$ cat src/rtl/can_frame_receiver_pkg.sv
// Shared CAN receiver definitions: receive FSM states, field lengths,
// CRC-15 polynomial and the DLC-to-payload helper.
package can_defs;

  typedef enum logic [3:0] {
    RX_IDLE,
    RX_ID_STD,
    RX_RTR_1,
    RX_IDE,
    RX_ID_EXT,
    RX_RTR_2,
    RX_R_1,
    RX_R_0,
    RX_DLC,
    RX_DATA,
    RX_CRC,
    RX_CRC_DELIM,
    RX_ACK,
    RX_ACK_DELIM,
    RX_EOF,
    RX_IFS
  } rx_state_e;

  localparam int ID_STD_LEN = 11;
  localparam int ID_EXT_LEN = 18;
  localparam int DLC_LEN    = 4;
  localparam int CRC_LEN    = 15;
  localparam int EOF_LEN    = 7;
  localparam int IFS_LEN    = 3;

  localparam logic [14:0] CRC_POLY  = 15'h4599;
  localparam logic [3:0]  MAX_BYTES = 4'd8;

  // Index of the last bit of a field, sized for the 6-bit bit counter.
  function automatic logic [5:0] last_idx(input int len);
    return 6'(len - 1);
  endfunction

  // Remote frames carry no payload; DLC values above 8 still mean 8 bytes.
  function automatic logic [3:0] payload_bytes(input logic rtr, input logic [3:0] dlc);
    if (rtr)
      return 4'd0;
    else if (dlc > MAX_BYTES)
      return MAX_BYTES;
    else
      return dlc;
  endfunction

endpackage

$ cat src/rtl/can_frame_receiver_if.sv
// Bus-side strobes and decoded frame fields of the CAN frame receiver.
// master = receiver, slave = bit-timing logic / RX buffer side.
interface can_frame_receiver_if;
  import can_defs::*;

  logic                  rx_enable;
  logic                  sample_point;
  logic                  rx_abort;
  logic                  rx_bit;

  logic [ID_STD_LEN-1:0] rx_id_std;
  logic [ID_EXT_LEN-1:0] rx_id_ext;
  logic                  rx_ide;
  logic                  rx_rtr;
  logic [DLC_LEN-1:0]    rx_dlc;
  logic [7:0]            rx_data [0:7];
  logic [CRC_LEN-1:0]    rx_crc;
  logic                  ack_drive;
  logic                  rx_busy;
  logic                  rx_done;
  logic                  form_err;
  logic                  crc_err;

  modport master (
    input  rx_enable, sample_point, rx_abort, rx_bit,
    output rx_id_std, rx_id_ext, rx_ide, rx_rtr, rx_dlc, rx_data, rx_crc,
           ack_drive, rx_busy, rx_done, form_err, crc_err
  );

  modport slave (
    output rx_enable, sample_point, rx_abort, rx_bit,
    input  rx_id_std, rx_id_ext, rx_ide, rx_rtr, rx_dlc, rx_data, rx_crc,
           ack_drive, rx_busy, rx_done, form_err, crc_err
  );

endinterface

$ cat src/rtl/can_frame_receiver_crc15.sv
// Serial CAN CRC-15 (init 0), one bit per bit_en_i; clear_i wins over bit_en_i.
module can_crc15
  import can_defs::*;
(
  input  logic        clk,
  input  logic        rst_n,
  input  logic        clear_i,
  input  logic        bit_en_i,
  input  logic        bit_i,
  output logic [14:0] crc_o
);

  logic [14:0] crc_q, crc_d;

  // NOTE: every always_comb output gets a default first, so no path leaves it unassigned (no latch).
  always_comb begin
    crc_d = crc_q;
    if (clear_i) begin
      crc_d = '0;
    end else if (bit_en_i) begin
      crc_d = {crc_q[13:0], 1'b0};
      if (bit_i ^ crc_q[14])
        crc_d = crc_d ^ CRC_POLY;
    end
  end

  // NOTE: sequential state uses non-blocking assignments only, so all flops update from pre-edge values.
  always_ff @(posedge clk or negedge rst_n) begin
    if (!rst_n)
      crc_q <= '0;
    else
      crc_q <= crc_d;
  end

  assign crc_o = crc_q;

endmodule

$ cat src/rtl/can_frame_receiver.sv
// Bit-level CAN 2.0A/2.0B frame receiver. Define CAN_RX_CRC_CHECK_EN to add
// the CRC-15 engine and crc_err reporting; otherwise crc_err is tied low.
module can_frame_receiver
  import can_defs::*;
(
  input  logic                  clk,
  input  logic                  rst_n,
  can_frame_receiver_if.master  bus
);

  rx_state_e             state_q;
  logic [5:0]            bit_cnt_q;
  logic [3:0]            byte_cnt_q;
  logic [3:0]            payload_q;

  logic [ID_STD_LEN-1:0] rx_id_std_q;
  logic [ID_EXT_LEN-1:0] rx_id_ext_q;
  logic                  rx_ide_q;
  logic                  rx_rtr_q;
  logic [DLC_LEN-1:0]    rx_dlc_q;
  logic [7:0]            rx_data_q [0:7];
  logic [CRC_LEN-1:0]    rx_crc_q;
  logic                  ack_drive_q;
  logic                  rx_busy_q;
  logic                  rx_done_q;
  logic                  form_err_q;

  logic                  sp;
  logic                  bit_in;
  logic [3:0]            dlc_payload;

  assign sp          = bus.sample_point;
  assign bit_in      = bus.rx_bit;
  // Payload size decided while the last DLC bit is being sampled.
  assign dlc_payload = payload_bytes(rx_rtr_q, {rx_dlc_q[2:0], bit_in});

`ifdef CAN_RX_CRC_CHECK_EN
  logic        crc_clear;
  logic        crc_bit_en;
  logic [14:0] crc_calc;
  logic        crc_err_q;

  assign crc_clear  = sp & ~bus.rx_abort & (state_q == RX_IDLE) & bus.rx_enable & ~bit_in;
  // SOF itself is a zero into a cleared register, so starting at ID_STD is equivalent.
  assign crc_bit_en = sp & ~bus.rx_abort &
                      (state_q inside {RX_ID_STD, RX_RTR_1, RX_IDE, RX_ID_EXT, RX_RTR_2,
                                       RX_R_1, RX_R_0, RX_DLC, RX_DATA});

  can_crc15 u_crc15 (
    .clk      (clk),
    .rst_n    (rst_n),
    .clear_i  (crc_clear),
    .bit_en_i (crc_bit_en),
    .bit_i    (bit_in),
    .crc_o    (crc_calc)
  );
`endif

  always_ff @(posedge clk or negedge rst_n) begin
    if (!rst_n) begin
      state_q     <= RX_IDLE;
      bit_cnt_q   <= '0;
      byte_cnt_q  <= '0;
      payload_q   <= '0;
      rx_id_std_q <= '0;
      rx_id_ext_q <= '0;
      rx_ide_q    <= 1'b0;
      rx_rtr_q    <= 1'b0;
      rx_dlc_q    <= '0;
      // NOTE: the payload bytes are visible outputs with defined reset values, so this small array is reset like any flop.
      rx_data_q   <= '{default: 8'h00};
      rx_crc_q    <= '0;
      ack_drive_q <= 1'b0;
      rx_busy_q   <= 1'b0;
      rx_done_q   <= 1'b0;
      form_err_q  <= 1'b0;
`ifdef CAN_RX_CRC_CHECK_EN
      crc_err_q   <= 1'b0;
`endif
    end else begin
      rx_done_q  <= 1'b0;
      form_err_q <= 1'b0;
`ifdef CAN_RX_CRC_CHECK_EN
      crc_err_q  <= 1'b0;
`endif
      if (bus.rx_abort) begin
        state_q     <= RX_IDLE;
        bit_cnt_q   <= '0;
        byte_cnt_q  <= '0;
        ack_drive_q <= 1'b0;
        rx_busy_q   <= 1'b0;
      end else if (sp) begin
        bit_cnt_q <= bit_cnt_q + 6'd1;
        unique case (state_q)
          RX_IDLE: begin
            bit_cnt_q <= '0;
            if (bus.rx_enable && !bit_in) begin
              state_q     <= RX_ID_STD;
              rx_busy_q   <= 1'b1;
              byte_cnt_q  <= '0;
              rx_id_ext_q <= '0;
              rx_data_q   <= '{default: 8'h00};
            end
          end
          RX_ID_STD: begin
            rx_id_std_q <= {rx_id_std_q[ID_STD_LEN-2:0], bit_in};
            if (bit_cnt_q == last_idx(ID_STD_LEN)) begin
              bit_cnt_q <= '0;
              state_q   <= RX_RTR_1;
            end
          end
          RX_RTR_1: begin
            rx_rtr_q <= bit_in;
            state_q  <= RX_IDE;
          end
          RX_IDE: begin
            rx_ide_q  <= bit_in;
            bit_cnt_q <= '0;
            state_q   <= bit_in ? RX_ID_EXT : RX_R_0;
          end
          RX_ID_EXT: begin
            rx_id_ext_q <= {rx_id_ext_q[ID_EXT_LEN-2:0], bit_in};
            if (bit_cnt_q == last_idx(ID_EXT_LEN)) begin
              bit_cnt_q <= '0;
              state_q   <= RX_RTR_2;
            end
          end
          RX_RTR_2: begin
            rx_rtr_q <= bit_in;
            state_q  <= RX_R_1;
          end
          RX_R_1: state_q <= RX_R_0;
          RX_R_0: begin
            bit_cnt_q <= '0;
            state_q   <= RX_DLC;
          end
          RX_DLC: begin
            rx_dlc_q <= {rx_dlc_q[2:0], bit_in};
            if (bit_cnt_q == last_idx(DLC_LEN)) begin
              bit_cnt_q  <= '0;
              byte_cnt_q <= '0;
              payload_q  <= dlc_payload;
              state_q    <= (dlc_payload == 4'd0) ? RX_CRC : RX_DATA;
            end
          end
          RX_DATA: begin
            rx_data_q[byte_cnt_q[2:0]] <= {rx_data_q[byte_cnt_q[2:0]][6:0], bit_in};
            if (bit_cnt_q == 6'd7) begin
              bit_cnt_q  <= '0;
              byte_cnt_q <= byte_cnt_q + 4'd1;
              if (byte_cnt_q + 4'd1 == payload_q)
                state_q <= RX_CRC;
            end
          end
          RX_CRC: begin
            rx_crc_q <= {rx_crc_q[CRC_LEN-2:0], bit_in};
            if (bit_cnt_q == last_idx(CRC_LEN)) begin
              bit_cnt_q <= '0;
              state_q   <= RX_CRC_DELIM;
            end
          end
          RX_CRC_DELIM: begin
            if (!bit_in) begin
              form_err_q <= 1'b1;
              rx_busy_q  <= 1'b0;
              state_q    <= RX_IDLE;
`ifdef CAN_RX_CRC_CHECK_EN
            end else if (rx_crc_q != crc_calc) begin
              crc_err_q <= 1'b1;
              rx_busy_q <= 1'b0;
              state_q   <= RX_IDLE;
`endif
            end else begin
              ack_drive_q <= 1'b1;
              state_q     <= RX_ACK;
            end
          end
          RX_ACK: begin
            ack_drive_q <= 1'b0;
            state_q     <= RX_ACK_DELIM;
          end
          RX_ACK_DELIM: begin
            bit_cnt_q <= '0;
            if (!bit_in) begin
              form_err_q <= 1'b1;
              rx_busy_q  <= 1'b0;
              state_q    <= RX_IDLE;
            end else begin
              state_q <= RX_EOF;
            end
          end
          RX_EOF: begin
            if (!bit_in) begin
              form_err_q <= 1'b1;
              rx_busy_q  <= 1'b0;
              state_q    <= RX_IDLE;
            end else if (bit_cnt_q == last_idx(EOF_LEN)) begin
              rx_done_q <= 1'b1;
              bit_cnt_q <= '0;
              state_q   <= RX_IFS;
            end
          end
          RX_IFS: begin
            if (bit_cnt_q == last_idx(IFS_LEN)) begin
              bit_cnt_q <= '0;
              rx_busy_q <= 1'b0;
              state_q   <= RX_IDLE;
            end
          end
          default: state_q <= RX_IDLE;
        endcase
      end
    end
  end

  assign bus.rx_id_std = rx_id_std_q;
  assign bus.rx_id_ext = rx_id_ext_q;
  assign bus.rx_ide    = rx_ide_q;
  assign bus.rx_rtr    = rx_rtr_q;
  assign bus.rx_dlc    = rx_dlc_q;
  assign bus.rx_data   = rx_data_q;
  assign bus.rx_crc    = rx_crc_q;
  assign bus.ack_drive = ack_drive_q;
  assign bus.rx_busy   = rx_busy_q;
  assign bus.rx_done   = rx_done_q;
  assign bus.form_err  = form_err_q;
`ifdef CAN_RX_CRC_CHECK_EN
  assign bus.crc_err   = crc_err_q;
`else
  assign bus.crc_err   = 1'b0;
`endif

endmodule

$ cat src/flat_wrapper.sv
// flat-port wrapper written by rule: the top's interface ports become plain ports
module can_frame_receiver_flat import can_defs::*;
  (clk, rst_n, bus_rx_enable, bus_sample_point, bus_rx_abort, bus_rx_bit, bus_rx_id_std, bus_rx_id_ext, bus_rx_ide, bus_rx_rtr, bus_rx_dlc, bus_rx_data, bus_rx_crc, bus_ack_drive, bus_rx_busy, bus_rx_done, bus_form_err, bus_crc_err);
  can_frame_receiver_if bus_i ();
  input  logic clk;
  input  logic rst_n;
  input wire logic [$bits(bus_i.rx_enable)-1:0] bus_rx_enable;
  input wire logic [$bits(bus_i.sample_point)-1:0] bus_sample_point;
  input wire logic [$bits(bus_i.rx_abort)-1:0] bus_rx_abort;
  input wire logic [$bits(bus_i.rx_bit)-1:0] bus_rx_bit;
  output wire logic [$bits(bus_i.rx_id_std)-1:0] bus_rx_id_std;
  output wire logic [$bits(bus_i.rx_id_ext)-1:0] bus_rx_id_ext;
  output wire logic [$bits(bus_i.rx_ide)-1:0] bus_rx_ide;
  output wire logic [$bits(bus_i.rx_rtr)-1:0] bus_rx_rtr;
  output wire logic [$bits(bus_i.rx_dlc)-1:0] bus_rx_dlc;
  output wire logic [$bits(bus_i.rx_data)-1:0] bus_rx_data;
  output wire logic [$bits(bus_i.rx_crc)-1:0] bus_rx_crc;
  output wire logic [$bits(bus_i.ack_drive)-1:0] bus_ack_drive;
  output wire logic [$bits(bus_i.rx_busy)-1:0] bus_rx_busy;
  output wire logic [$bits(bus_i.rx_done)-1:0] bus_rx_done;
  output wire logic [$bits(bus_i.form_err)-1:0] bus_form_err;
  output wire logic [$bits(bus_i.crc_err)-1:0] bus_crc_err;
  assign bus_i.rx_enable = bus_rx_enable;
  assign bus_i.sample_point = bus_sample_point;
  assign bus_i.rx_abort = bus_rx_abort;
  assign bus_i.rx_bit = bus_rx_bit;
  assign bus_rx_id_std = bus_i.rx_id_std;
  assign bus_rx_id_ext = bus_i.rx_id_ext;
  assign bus_rx_ide = bus_i.rx_ide;
  assign bus_rx_rtr = bus_i.rx_rtr;
  assign bus_rx_dlc = bus_i.rx_dlc;
  assign bus_rx_data = {>>{bus_i.rx_data}};
  assign bus_rx_crc = bus_i.rx_crc;
  assign bus_ack_drive = bus_i.ack_drive;
  assign bus_rx_busy = bus_i.rx_busy;
  assign bus_rx_done = bus_i.rx_done;
  assign bus_form_err = bus_i.form_err;
  assign bus_crc_err = bus_i.crc_err;
  can_frame_receiver u_core (.clk(clk), .rst_n(rst_n), .bus(bus_i));
endmodule
$ cat config.mk
export PLATFORM = sky130hd
export DESIGN_NAME = can_frame_receiver_flat
export DESIGN_NICKNAME = d
export VERILOG_FILES = /design/src/rtl/can_frame_receiver_pkg.sv /design/src/rtl/can_frame_receiver_if.sv /design/src/rtl/can_frame_receiver_crc15.sv /design/src/rtl/can_frame_receiver.sv /design/src/flat_wrapper.sv
export SDC_FILE = /design/constraint.sdc
export NUM_CORES = 1
export LEC_CHECK = 0
export BUFFER_PORTS_ARGS = -buffer_cell sky130_fd_sc_hd__buf_2
export CAP_MARGIN = 5
export CORE_MARGIN = 2
export CORE_UTILIZATION = 45
export CTS_CLUSTER_DIAMETER = 150
export DETAILED_ROUTE_END_ITERATION = 10
export PLACE_DENSITY = 0.74
export REMOVE_ABC_BUFFERS = 1
export SYNTH_ARGS = -nofsm -noshare
export SYNTH_HDL_FRONTEND = slang
export SYNTH_HIERARCHICAL = 1
export SYNTH_SLANG_ARGS = --single-unit
$ cat constraint.sdc
create_clock -name clk -period 3.2 [get_ports clk]
set_input_delay 0.32 -clock clk [delete_from_list [all_inputs] [get_ports clk]]
set_output_delay 0.32 -clock clk [all_outputs]
set_load 0.03 [all_outputs]
==> results.tsv, run 1 <==
stage	metric	value	unit
worst_setup_path	reg-to-reg setup timing slack	0.56	ns
global_routing	antenna violations before repair	0	
worst_setup_path	CP max-delay cell	or4b_1	
worst_setup_path	CP Cell Sequence	ha_1 > or3b_4 > nor4_1 > o21ai_1 > nor3_1 > or4b_1 > o311ai_1	
sta	fin crit share	82.5	%
worst_setup_path	Bufs and invs on worst path	0	
cells_and_area	area of the multi-input gates	2820	sq um
clock_network	Clock transition at path regs	0.06	ns
clock_network	CTS max path bufs	2	
clock_network	Setup Buffers After CTS	0	
sta	Final min period	2.64	ns
cells_and_area	final instance area	7800	sq um
die	num rows	43	
placement	placed cell areas	7240	sq um
die	die height	123	um
clock_network	Sink Count	136	
synthesis	async set-reset flop share out of synthesis	100	%
worst_setup_path	crit path capture	u_core/state_q[1]	
worst_setup_path	reg2reg end	u_core/state_q[1]	
global_routing	gr usage total	24.0	%
sta	final hold vios	0	
worst_setup_path	Crit path largest cell delay	0.48	ns
clock_network	TritonCTS buffer count	17	
sta	RSZ-0062 raised after global routing	false	
global_routing	GRT overflow	0	
cells_and_area	Layout fillers	1206	
detailed_routing	DR iter-0 viols	590	
cells_and_area	layout cells sized above 1	32.1	%
sta	final setup violation count	0	
worst_setup_path	WP data arrival	2.96	ns
detailed_routing	Post-route DRC	0	
placement	IO buf count	123	
synthesis	Synth area leaders	dfrtp_1, a22o_1, mux2_2	
clock_network	PostCTS Resize Cnt	0	
synthesis	Syn Area/Cell	11.3	sq um
synthesis	post-synthesis cell count	567	
worst_setup_path	CP endpoint kind	register	
detailed_routing	vias post-DR	5376	
run	Max-cap violations	0	
worst_setup_path	critical path depth	7	
detailed_routing	Avg WL per Cell	19.8	um
die	CORE AREA	13900	sq um
detailed_routing	via density per instance	6.10	
cells_and_area	most frequent cells in the layout	dfrtp_1, buf_2, a22o_1, nand2_1, mux2_2	
pwr	maximum vdd drop	0.394	mV
clock_network	Clock Root Buffer	clkbuf_16	
sta	Peak Freq	379	MHz
clock_network	hold_buf cts	1	
placement	Post-DP HPWL	12.3	mm
clock_network	CTS tree	yes	
worst_setup_path	crit path from	u_core/bit_cnt_q[1]	
pwr	leakage	0.00385	uW
die	die footprint	15200	sq um
cells_and_area	Layout Nets	699	
worst_setup_path	CP startpoint kind	register	
sta	Worst Clk Skew	0.0124	ns
synthesis	Post-synth EDFFs	0	
clock_network	Clk Latency, worst-skew pair	0.42	ns
sta	Worst-Margin Slew	0.875	ns
die	IO Pins	125	
detailed_routing	Pre-antenna DRT Iters	5	
synthesis	leading area contributor after synthesis	dfrtp_1	
cells_and_area	register area	3400	sq um
detailed_routing	final antenna-violating net count	0	
sta	Rel. slew slack	41.7	%
worst_setup_path	RR Startpoint	u_core/bit_cnt_q[1]	
synthesis	post-synthesis sequential area ratio	53.0	%
sta	max-slew violation count	0	
worst_setup_path	crit path max fanout	5	
synthesis	predominant post-synthesis flop cell	dfrtp_1	
run_status	outcome	finished clean	
worst_setup_path	Crit path max-delay family	simple AND/OR/NAND/NOR gates	
cells_and_area	leading cell type in the layout, fill and taps excluded	dfrtp_1	
die	Starting Density	46.2	%
worst_setup_path	worst endpoint required time	3.51	ns
pwr	PD cells	497	nW/um^2
synthesis	Post-Syn Area	6420	sq um
synthesis	Distinct cells, synth	63	
synthesis	register bit total from synthesis	136	
global_routing	largest net degree at the start of global routing	61	
sta	Setup TNS Final	0	ns
min_path	HP Start	bus_sample_point	
cells_and_area	diode count	0	
synthesis	Synth top area share	53.0	%
global_routing	first-pass GRT wire length	28.1	mm
placement	routability congestion estimate	0.957	
min_path	Worst Hold Class	input pin to register	
synthesis	synth warn	6	
cells_and_area	Area growth, synth to finish	21.6	%
worst_setup_path	critical path class	register to register	
detailed_routing	final WL	17.5	mm
clock_network	htree depth	4	
global_routing	vias in the first global route	5268	
die	Horiz. Die Dim	123	um
worst_setup_path	Reg2Reg Depth	7	
[flip-flops by register name (all words and copies together), names as in the netlist, 6 cells and up]
name and count:
u_core/bus.rx_data 64, u_core/bus.rx_id_ext 18, u_core/bus.rx_crc 15, u_core/bus.rx_id_std 11, u_core/bit_cnt_q 6
[synthesized netlist by cell type, drive strengths merged, types with 4 or more instances]
| cell type | count |
|---|---|
| nor3 | 14 |
| a21oi | 13 |
| a32o | 5 |
| o2bb2ai | 28 |
| dfrtp | 136 |
| mux2i | 7 |
| buf | 12 |
| and3 | 4 |
| and2 | 5 |
| nor2 | 31 |
| ha | 4 |
| nor2b | 9 |
| mux2 | 38 |
| a221oi | 9 |
| inv | 14 |
| o21ai | 28 |
| a22o | 51 |
| nand4 | 8 |
| xor2 | 6 |
| xnor2 | 4 |
| nand2 | 43 |
| nand2b | 5 |
| clkbuf | 24 |
| nand3 | 10 |
[kinds of logic after synthesis]
family                   count (synthesis)  share of synthesized area (%)
flip-flops                             136                           53.0
AND/OR/NAND/NOR                        152                           12.1
multiplexers                            48                           8.81
other                                    1                         0.0584
AO/OA/AOI/OAI                          166                           20.7
adder cells (fa/ha/maj)                  4                          0.780
buffers and inverters                   50                           3.14
XOR/XNOR                                10                           1.36
[how the worst min path moves through the flow]
stage / end / cells past startpoint
2_1_floorplan: u_core/bit_cnt_q[0] / 0
3_3_place_gp: u_core/bus.rx_crc[9] / 1
3_5_place_dp: u_core/bus.rx_crc[8] / 1
4_1_cts: u_core/bit_cnt_q[0] / 3
5_1_grt: u_core/byte_cnt_q[1] / 3
6_report: u_core/bit_cnt_q[0] / 3
[per-layer routing]
layer,up-vias,track usage [%],wire length (um)
li1,2407,-,-
met1,2678,34.2,7870
met2,265,35.9,8010
met3,26,6.23,1370
met4,0,8.03,231
met5,-,0,0
[worst reg2reg max path: stages (launching register included)]
cell and delay (ns):
dfrtp_1 0.42, ha_1 0.29, or3b_4 0.44, nor4_1 0.26, o21ai_1 0.22, nor3_1 0.34
or4b_1 0.48, o311ai_1 0.09
[power breakdown]
group	total, uW	internal (uW)	switching, uW
combinational	277	79.0	198
clock	1820	1070	753
sequential	1780	1750	35.0
[per-stage QoR]
stage / worst slack [ns] / total power, uW / instances / hold slack, ns / util (%)
finish: 0.559 / 3880 / 882 / 0.302 / 56.2
global route: 0.355 / 4030 / 882 / 0.339 / 56.2
CTS: 0.577 / 3920 / 882 / 0.286 / 56.2
detailed placement: 0.592 / 2090 / 849 / 0.366 / 52.2
global placement: 0.633 / 2080 / 849 / 0.350 / 52.2
floorplan: 0.533 / 1960 / 531 / 0.0244 / -
[final cells by class]
cell class / instances / area share [%]
Sequential cell: 136 / 43.6
Multi-Input combinational cell: 381 / 36.1
Timing Repair Buffer: 139 / 9.65
Clock buffer: 18 / 5.50
Tap cell: 180 / 2.89
Clock inverter: 14 / 1.60
Inverter: 14 / 0.673
Note: power is estimated with default switching activity, not from simulation.
==> run 2, diff against run 1 <==
- PLACE_DENSITY: 0.74 -> 0.77
- clock period: 3.2 -> 2.1 ns (I/O delays scaled with it)
==> run 2 against run 1 <==
The flow now finishes with violations (negative setup slack). Final cell count rose by 6.6%. Clock skew fell by 0.0022 ns. Power rose by 55%. Critical path depth did not move. Hold slack got worse by 0.067 ns. Clock power rose by 54%. Via count rose by 3.8%. Die area did not move. Critical path type unchanged. Critical endpoint unchanged. Largest cell class unchanged.
==> results.tsv, run 2 (synthesis results as in run 1) <==
stage	metric	value	unit	change
pwr	P_int	4470	uW	was 2900 uW
sta	Final min period	2.22	ns	was 2.64 ns
worst_setup_path	crit path max fanout	4		was 5
pwr	combinational power share	8.4	%	was 7.1%
pwr	Clk pwr share	46.7	%	was 46.9%
sta	max-slew violation count	0		unchanged
clock_network	Sink Count	136		unchanged
clock_network	Clk Latency, worst-skew pair	0.43	ns	was 0.42 ns
detailed_routing	via density per instance	5.93		was 6.10
sta	Rel. slew slack	57.8	%	was 41.7%
clock_network	Clock transition at path regs	0.06	ns	about the same
worst_setup_path	crit path from	u_core/bit_cnt_q[1]		unchanged
clock_network	CTS max path bufs	2		unchanged
die	die footprint	15200	sq um	unchanged
worst_setup_path	RR Startpoint	u_core/bit_cnt_q[1]		unchanged
sta	Peak Freq	450	MHz	was 379 MHz
cells_and_area	Layout Nets	758		was 699
clock_network	htree depth	4		unchanged
run	Max-cap violations	0		unchanged
pwr	leakage	0.00420	uW	was 0.00385 uW
run_status	outcome	complete, but fails checks		was finished clean
cells_and_area	most frequent cells in the layout	dfrtp_1, buf_2, buf_4, a22o_1, nand2_1		was dfrtp_1, buf_2, a22o_1, nand2_1, mux2_2
global_routing	GRT overflow	0		unchanged
detailed_routing	Avg WL per Cell	19.8	um	about the same
worst_setup_path	CP Cell Sequence	ha_2 > or3b_4 > nor4_4 > o21ai_2 > nor3_2 > or4b_1 > o311ai_2		was ha_1 > or3b_4 > nor4_1 > o21ai_1 > nor3_1 > or4b_1 > o311ai_1
worst_setup_path	critical path depth	7		unchanged
die	die height	123	um	unchanged
worst_setup_path	WP data arrival	2.55	ns	was 2.96 ns
sta	Worst-Margin Slew	0.628	ns	was 0.875 ns
worst_setup_path	worst endpoint required time	2.42	ns	was 3.51 ns
global_routing	antenna violations before repair	0		unchanged
cells_and_area	Area growth, synth to finish	31.9	%	was 21.6%
pwr	Switching Fraction	25.8	%	was 25.4%
worst_setup_path	Reg2Reg Depth	7		unchanged
worst_setup_path	Bufs and invs on worst path	0		unchanged
pwr	Final Total Pwr	6030	uW	was 3880 uW
sta	RSZ-0062 raised after global routing	true		was false
clock_network	CTS tree	yes		unchanged
worst_setup_path	critical path class	register to register		unchanged
placement	Post-DP HPWL	12.9	mm	was 12.3 mm
pwr	PD cells	712	nW/um^2	was 497 nW/um^2
cells_and_area	leading cell type in the layout, fill and taps excluded	dfrtp_1		unchanged
detailed_routing	final antenna-violating net count	0		unchanged
global_routing	vias in the first global route	5480		was 5,268
detailed_routing	Post-route DRC	0		unchanged
worst_setup_path	CP startpoint kind	register		unchanged
sta	setup ws final	-0.125	ns	was 0.559 ns
sta	fin crit share	106	%	was 82.5%
run_status	failing checks	negative setup slack		
sta	hold slack	0.234	ns	was 0.302 ns
placement	routability congestion estimate	0.926		was 0.957
detailed_routing	DR iter-0 viols	624		was 590
sta	final hold vios	0		unchanged
worst_setup_path	CP max-delay cell	or4b_1		unchanged
cells_and_area	layout cells sized above 1	40.7	%	was 32.1%
detailed_routing	final WL	18.6	mm	was 17.5 mm
cells_and_area	diode count	0		unchanged
worst_setup_path	Crit path max-delay family	simple AND/OR/NAND/NOR gates		unchanged
die	CORE AREA	13900	sq um	unchanged
min_path	Worst Hold Class	input pin to register		unchanged
detailed_routing	Pre-antenna DRT Iters	6		was 5
worst_setup_path	Crit path largest cell delay	0.49	ns	was 0.48 ns
global_routing	gr usage total	25.1	%	was 24.0%
sta	Worst Clk Skew	0.0102	ns	was 0.0124 ns
die	Horiz. Die Dim	123	um	unchanged
placement	IO buf count	123		unchanged
detailed_routing	vias post-DR	5578		was 5,376
worst_setup_path	CP endpoint kind	register		unchanged
pwr	Reg power frac	45.0	%	was 46.0%
min_path	HP Start	bus_rx_abort		was bus_sample_point
global_routing	first-pass GRT wire length	29.3	mm	was 28.1 mm
die	IO Pins	125		unchanged
die	num rows	43		unchanged
min_path	worst hold path depth	3		unchanged
global_routing	largest net degree at the start of global routing	55		was 61
clock_network	TritonCTS buffer count	17		unchanged
die	Starting Density	46.2	%	unchanged
cells_and_area	Largest register FFs	64		unchanged
pwr	sw power	1550	uW	was 985 uW
clock_network	Clock Root Buffer	clkbuf_16		unchanged
sta	final setup violation count	3		was 0
pwr	maximum vdd drop	0.529	mV	was 0.394 mV
-- run 2: area by class of cell --
class                      count  area [sq um]
timing repair buffer         198          1260
sequential                   136          3400
fill                        1136          5420
multi-input combinational    381          2980
clock inverter                13           120
inverter                      14          52.6
clock buffer                  18           429
tap                          180           225
-- run 2: final timing paths --
kind	slack, ns	end
max	-0.12	u_core/state_q[1]
min	0.23	u_core/byte_cnt_q[2]
max reg2reg	-0.12	u_core/state_q[1]
min reg2reg	0.49	u_core/bus.rx_data[63]
max in group asynchronous	1.16	u_core/bus.rx_data[56]
min in group asynchronous	0.29	u_core/bus.rx_crc[14]
-- run 2: worst register-to-register path: cells and delay by family, from the launching register on --
kind            cells  cell delay, ns
simple gates        4            1.35
flops               1            0.37
compound gates      2            0.22
fa+ha+maj           1            0.20
-- run 2: stage by stage --
step | setup WS, ns | utilization [%] | cell area [sq um] | setup TNS [ns] | instances
6_report | -0.125 | 61.0 | 8470 | -0.208 | 940
5_1_grt | -0.190 | 61.0 | 8470 | -0.711 | 940
4_1_cts | -0.0263 | 60.4 | 8380 | -0.0476 | 937
3_5_place_dp | -0.216 | 55.3 | 7680 | -1.67 | 902
3_3_place_gp | -0.143 | 55.3 | 7680 | -0.374 | 902
2_1_floorplan | -0.567 | - | 6270 | -6.86 | 531
-- run 2: layer usage --
metal	global-route usage [%]	vias up	share of wire [%]
met5	0	-	0
met4	8.66	0	1.9
met3	7.10	38	8.1
met2	36.7	252	46
met1	35.7	2790	44
li1	-	2498	-
-- run 2: power by group through the flow --
| stage | Sequential, uW | Clock (uW) | Combinational, uW |
|---|---|---|---|
| 2_1_floorplan | 2830 | 0 | 152 |
| 6_report | 2710 | 2810 | 505 |
| 5_1_grt | 2710 | 2990 | 544 |
| 3_3_place_gp | 2750 | 0 | 460 |
| 3_5_place_dp | 2760 | 0 | 464 |
| 4_1_cts | 2710 | 2860 | 493 |
-- run 2: timing repair --
action	in CTS	in global routing
hold endpoints to repair	30	0
hold buffers	1	0
pin swaps	12	3
cloned	0	0
setup buffers	3	3
setup endpoints to repair	47	43
resized for setup	21	16
